<file path="src/rtl/mac_acc_signed.sv">
// mac_acc_signed: sums a programmed number of signed products, with optional saturation
// Ports: clk/clrn (sync active-low reset); start+len begin a run of len products;
// p/p_valid/p_ready product input stream; acc_out/ovf/out_valid/out_ready result
// handshake; busy high whenever not idle.
module mac_acc_signed #(
  parameter int PW  = 16,
  parameter int AW  = 24,
  parameter int SAT = 1
) (
  input  logic          clk,
  input  logic          clrn,
  input  logic          start,
  input  logic [7:0]    len,
  input  logic [PW-1:0] p,
  input  logic          p_valid,
  output logic          p_ready,
  output logic [AW-1:0] acc_out,
  output logic          ovf,
  output logic          out_valid,
  input  logic          out_ready,
  output logic          busy
);
  typedef enum logic [1:0] {IDLE, ACC, DONE} state_t;
  state_t        state_q, state_d;
  logic [AW-1:0] acc_q, acc_d, sat_val;
  logic [7:0]    cnt_q, cnt_d;
  logic          ovf_q, ovf_d, ov;
  logic [AW:0]   sum;
  always_comb begin
    // one guard bit: the sum overflows AW bits when the top two bits disagree
    sum     = {acc_q[AW-1], acc_q} + {{(AW+1-PW){p[PW-1]}}, p};
    ov      = sum[AW] ^ sum[AW-1];
    sat_val = sum[AW] ? {1'b1, {(AW-1){1'b0}}} : {1'b0, {(AW-1){1'b1}}};
    state_d = state_q;
    acc_d   = acc_q;
    cnt_d   = cnt_q;
    ovf_d   = ovf_q;
    case (state_q)
      IDLE: if (start) begin
        acc_d   = '0;
        ovf_d   = 1'b0;
        cnt_d   = len;
        state_d = (len == 8'd0) ? DONE : ACC;
      end
      ACC: if (p_valid) begin
        acc_d   = (ov && SAT != 0) ? sat_val : sum[AW-1:0];
        ovf_d   = ovf_q | ov;
        cnt_d   = cnt_q - 8'd1;
        state_d = (cnt_q == 8'd1) ? DONE : ACC;
      end
      DONE: state_d = out_ready ? IDLE : DONE;
      default: state_d = IDLE;
    endcase
  end
  always_ff @(posedge clk) begin
    if (!clrn) begin
      state_q <= IDLE;
      acc_q   <= '0;
      cnt_q   <= '0;
      ovf_q   <= 1'b0;
    end else begin
      state_q <= state_d;
      acc_q   <= acc_d;
      cnt_q   <= cnt_d;
      ovf_q   <= ovf_d;
    end
  end
  assign p_ready   = (state_q == ACC);
  assign out_valid = (state_q == DONE);
  assign busy      = (state_q != IDLE);
  assign acc_out   = acc_q;
  assign ovf       = ovf_q;
endmodule

</file>
<file path="config.mk">
export PLATFORM = sky130hd
export DESIGN_NAME = mac_acc_signed
export DESIGN_NICKNAME = d
export VERILOG_FILES = /design/src/rtl/mac_acc_signed.sv
export SDC_FILE = /design/constraint.sdc
export NUM_CORES = 1
export LEC_CHECK = 0
export ABC_AREA = 0
export ABC_CLOCK_PERIOD_IN_PS = 7050
export CAP_MARGIN = 10
export CORE_ASPECT_RATIO = 1.1
export CORE_MARGIN = 4
export CORE_UTILIZATION = 57
export CTS_CLUSTER_DIAMETER = 80
export DETAILED_ROUTE_END_ITERATION = 8
export PLACE_DENSITY = 0.87
export SLEW_MARGIN = 30
export SYNTH_ARGS = -nofsm -noshare
export SYNTH_HDL_FRONTEND = slang
export SYNTH_SLANG_ARGS = --single-unit
</file>
<file path="constraint.sdc">
create_clock -name clk -period 7.05 [get_ports clk]
set_clock_uncertainty 0.2 [all_clocks]
set_input_delay 1.41 -clock clk [delete_from_list [all_inputs] [get_ports clk]]
set_output_delay 1.41 -clock clk [all_outputs]
set_load 0.02 [all_outputs]
</file>
After elaboration in Yosys (flattened, before gate mapping)
Index checks and enable logic that the tools add are counted.
- flip-flop bits (word level): 35
- latch bits: 0
- memory bits (writable): 0
- ROM bits: 0
- output and inout port bits: 28
- memories: 0
- add/sub/neg operators: 2
- multiply operators: 0
- div/mod/pow operators: 0
- order comparisons: 0
- eq/ne operators: 5
- shift-type cells: 0
- muxes and demuxes: 17
- bitwise operators: 2
- reduce and logical (&&, ||, !) cells: 6
- operators with widths (operator ; number):
    24-bit two-way mux ; 4
    24-bit one-hot mux with 2 select lines ; 1
    24-bit by 16-bit adder with 25-bit output ; 1
    8-bit two-way mux ; 2
    8-bit one-hot mux with 2 select lines ; 1
    2-bit two-way mux ; 5
    8-bit by 1-bit equality test with 1-bit output (second input constant) ; 1
    8-bit logical NOT ; 1
    8-bit by 1-bit subtractor with 8-bit output (second input constant) ; 1
    2-bit one-hot mux with 3 select lines ; 1
    2-bit != test (second input constant) ; 2
    2-bit nonzero test ; 2
    3-bit AND reduction ; 1
    2-bit by 1-bit equality test with 1-bit output (second input constant) ; 1
    2-bit equality test (second input constant) ; 1
    2-bit logical NOT ; 1
    1-bit two-way mux ; 2
    1-bit one-hot mux with 2 select lines ; 1
    2-bit AND reduction ; 1
    1-bit OR ; 1
    1-bit bitwise XOR ; 1

Depth between registers and ports, before layout
- depth in word-level cells: 5
- gate-level depth with buffers: 11
- depth with buffers taken out: 10

Worst setup path after synthesis
Ideal clock, no wire load.
- path kind: input-to-reg
- start: input port p[0]
- end: register acc_q[22] (netlist: acc_out[22])
- setup time: 75 ps
- arrival: 3543 ps
- setup slack: 3232 ps
- stages: 11
- cells stage by stage: ha_1 > fa_1 > a211oi_2 > o21ai_2 > o31ai_2 > nand2_2 > a211oi_2 > xnor2_2 > buf_4 > a21oi_2 > a22oi_2
- cells in the longest elaborated chain, start to end: 5
- RTL lines (what ; RTL line ; text):
    start, declared ; 14 ; input logic [PW-1:0] p,
    24-bit by 16-bit adder with 25-bit output (*) ; 31 ; sum = {acc_q[AW-1], acc_q} + {{(AW+1-PW){p[PW-1]}}, p};
    24-bit two-way mux or 1-bit bitwise XOR (tied branches) ; 33, 32 ;
    24-bit two-way mux (*) ; 46 ; acc_d = (ov && SAT != 0) ? sat_val : sum[AW-1:0];
    24-bit two-way mux (*) ; 45 ; ACC: if (p_valid) begin
    24-bit one-hot mux with 2 select lines (*) ; 38 ; case (state_q)
    end signal, assigned ; 58 ; acc_q <= '0;
    end signal, assigned ; 63 ; acc_q <= acc_d;
    end, declared ; 25 ; logic [AW-1:0] acc_q, acc_d, sat_val;
Mark *: on every way between the ends. The rest lies on a longest branch, timed or not. The select of a mux whose other input is x is not followed.
A chain may end at the register's enable or synchronous reset.

Worst setup path after layout
- start: input port p[15]
- end: register acc_q[15] (netlist: acc_out[15])
Same word-level chain as after synthesis.

==> flow_metrics.py <==
metrics = {
    "run_status": {
        "run_status": "finished clean",
    },
    "worst_setup_path": {
        "reg2reg_from": "acc_out[0]",
        "worst_path_max_delay_cell": "clkdlybuf4s50_1",
        "r2r_cells": 10,
        "cp_top_family": "compound AO/OA/AOI/OAI gates",
        "cp-startpoint": "p[15]",
        "path_max_fanout": 24,
        "critPathCaptureType": "flop",
        "r2r-end": "acc_out[15]",
        "worst-path-buf-inv": 1,
        "required_ps": 7070,
        "worstPathArrival_ps": 4450,
        "startpoint_type": "input port",
        "cp_cell_sequence": "clkdlybuf4s50_1 -> ha_1 -> nand2_1 -> a2111oi_4 -> o31ai_2 -> nand2_2 -> a211oi_2 -> xnor2_4 -> o2111ai_1 -> a21boi_1",
        "ff2ff_setup_slack_ps": 3870,
        "worst_path_largest_cell_delay_ps": 630,
        "critPathKind": "input port to flop",
    },
    "timing": {
        "finalHoldViolCount": 0,
        "finalSetupViolations": 0,
        "rsz0062_at_grt": "no",
        "clock.fmax_ghz": 0.2261,
        "whs_ps": 266.8,
        "fin_crit_ps": 4424,
        "fin_tns_setup_ps": 0,
        "slew_headroom_pct": 42.37,
        "worst_slew_pin_slew_ps": 864.5,
        "fin_ws_ps": 2626,
        "period_share_pct": 62.75,
        "final_max_slew_viol_count": 0,
    },
    "power": {
        "p_int_uw": 374.1,
        "leakage_uw": 0.001478,
        "pwr-share-clk_pct": 24.2,
        "p_switching_uw": 214.2,
        "p_per_area_nw_per_um2": 164.4,
        "switching_share_pct": 36.40,
        "p_comb_share_pct": 37.6,
        "peakVddDrop_v": 0.0001183,
        "pwr-share-seq_pct": 38.1,
    },
    "route": {
        "drtIter0Drc": 208,
        "wl_met3_um": 478,
        "drt_drc_violations_left": 0,
        "vias": 2936,
        "wl_met1_mm": 3.208,
        "wl_mm": 7.433,
        "postRouteAntennaNets": 0,
        "first_pass_iters": 4,
        "via_per_inst": 6.029,
        "top_layer_used": "met4",
        "wl_per_cell_um": 15.26,
        "wl_met2_mm": 3.662,
    },
    "logic_synthesis": {
        "yosys.area_share.adder_pct": 11.72,
        "async_reset_ff_share_pct": 0,
        "syn_inst": 384,
        "synth_cell_types": 59,
        "synth-seq-cells": 35,
        "ys_seq_area_share_pct": 23.78,
        "synth_xor_area_share_pct": 6.794,
        "yosys_warnings": 0,
        "synth-edff-count": 0,
        "synth_area_um2": 2947,
        "muxShareOfSynthArea_pct": 1.104,
        "synth.area.top_cells": "dfxtp_1 (24%), ha_1 (11%), nand2_1 (6.5%), a21oi_1 (5.8%), nor2_1 (4.3%)",
        "synthFlopType": "dfxtp_1",
        "synth_area_per_cell_um2": 7.673,
        "synth-simple-area-share_pct": 21.87,
        "synth-compound-area-share_pct": 30.15,
        "synth_top_cell_by_area": "dfxtp_1",
        "synth_top_family_by_area": "compound AO/OA/AOI/OAI gates",
        "synth_nets": 440,
        "synth_top_cell_area_share_pct": 23.78,
    },
    "worst_hold_path": {
        "min_from": "acc_out[16]",
        "holdPathStages": 2,
        "hold_end": "acc_out[16]",
        "min-delay-path-class": "flop to flop",
    },
    "floorplan": {
        "fp.dieH_um": 83.41,
        "die_w_um": 76.55,
        "core_um2": 5000,
        "initial_core_util_pct": 58.93,
        "rows": 27,
        "die_area_um2": 6385,
        "io_pins": 57,
    },
    "layout": {
        "drive_gt1_share_pct": 6.061,
        "n_antenna_cell": 0,
        "fill_cells": 439,
        "final_cell_count_no_fill": 487,
        "synthToLayoutAreaGrowth_pct": 21.44,
        "nets": 484,
    },
    "placement": {
        "pre_cts_slack_ps": 2335,
        "dp_hpwl_mm": 5.592,
        "io_buffers": 56,
        "globalplace.congestion": 0.9235,
        "place_inst": 479,
    },
    "global_route": {
        "antenna_found_initial": 0,
        "grt_max_degree": 25,
        "grt_pass1_vias": 2805,
        "grt_pass1_wl_mm": 12.73,
        "grt_usage_pct": 23.59,
        "grt_overflow": 0,
    },
    "clocking": {
        "cts_max_level": 2,
        "holdBufCountCts": 0,
        "cts_tree": "yes",
        "root_buffer": "clkbuf_8",
        "cts_buffers": 5,
        "cts_resized": 0,
        "cts.sinks": 35,
        "clk_latency_ps": 290,
        "cts_setup_buffers": 0,
        "path_clk_slew_ps": 70,
        "clockBufferDepth": 2,
    },
    "flow_run": {
        "maxCapViolCount": 0,
    },
}
==> registers in the layout, indices dropped and copies added (netlist names) <==
register	count
acc_out	24
cnt_q	8
state_q	2
ovf	1
==> metrics by stage <==
step	cell area, µm²	util, %	total power (µW)
finish	3578	71.57	588.3
global placement	3486	69.72	441.7
CTS	3578	71.57	589.2
floorplan	2947	-	381.4
global route	3578	71.57	625.3
detailed placement	3497	69.94	447.5
==> per-layer routing <==
metal  track usage, %  up-vias
li1                 -     1482
met1            29.50     1351
met2            39.89       94
met3            4.664        9
met4            8.731        0
met5                0        -
==> power by group through the flow <==
stage	combinational [µW]	sequential, µW	clock [µW]
6_report	221	224	142
5_1_grt	245	226	154
4_1_cts	220	224	145
3_5_place_dp	219	229	0
3_3_place_gp	214	228	0
2_1_floorplan	146	236	0
==> worst register-to-register path, delay by kind of cell (launching register included) <==
family	cells	cell delay [ps]
adder cells (fa/ha/maj)	2	670
XOR/XNOR	1	340
flip-flops	1	330
AO/OA/AOI/OAI	6	1400
AND/OR/NAND/NOR	1	160
==> kinds of logic (layout without fill, tap and decap cells) <==
| group | Yosys count | in the layout |
|---|---|---|
| and+or+nand+nor | 135 | 135 |
| AOI/OAI and AO/OA | 133 | 133 |
| DFF | 35 | 35 |
| buffers and inverters | 30 | 75 |
| adders and majority gates | 27 | 27 |
| xor gates and xnor gates | 22 | 22 |
| muxes | 2 | 2 |
==> layout by cell type, fill, tap and decap left out, types with 5 or more instances in the layout <==
cell,instances
nor2b_1,6
clkdlybuf4s50_1,56
o21ai_0,21
ha_1,26
dfxtp_1,35
nor3_1,6
xor2_1,12
nand3_1,9
nand2b_1,5
o2111ai_1,6
a21o_1,12
o21ai_1,19
inv_1,10
nor2_1,34
clkbuf_8,5
nand2_1,51
a21oi_1,34
xnor2_1,9
nand4_1,7
==> cell usage after synthesis (2+ instances only) <==
cell       number
xor2_1         12
o21ai_1        19
xnor2_1         9
o2111ai_1       6
o2111a_1        2
a21boi_0        2
nor2b_1         6
inv_1          10
o21ai_2         4
a31oi_1         4
nand2_1        51
a21oi_2         2
nor4b_1         2
ha_1           26
nand2_2         2
buf_4           2
a21o_1         12
nand3_1         9
a21boi_1        4
o31ai_1         2
a21oi_1        34
o211ai_1        4
a211oi_2        3
dfxtp_1        35
nor3_1          6
nor2_1         34
and2_1          2
o21ai_0        21
nand2b_1        5
buf_2           6
a22oi_1         2
nor4_1          4
clkbuf_1       10
nand4_1         7
==> how the worst max path moves through the flow <==
stage               slack (ps)     endpoint  depth (start not counted)
floorplan                 3230  acc_out[22]                         11
CTS                       2640  acc_out[15]                         10
global route              2330  acc_out[12]                         10
detailed placement        2330  acc_out[15]                         10
global placement          2140  acc_out[14]                         10
finish                    2630  acc_out[15]                         10
==> layout make-up <==
class	instances	area, µm²	area share (%)
inverters	11	41.29	1.154
clock buffers	7	76.32	2.133
clock inverters	1	5.005	0.1399
multi-input cells	319	2122	59.30
repair buffers	56	560.5	15.66
flip-flops and latches	35	700.7	19.58
well taps	58	72.57	2.028
Note: power is estimated with default switching activity, not from simulation.
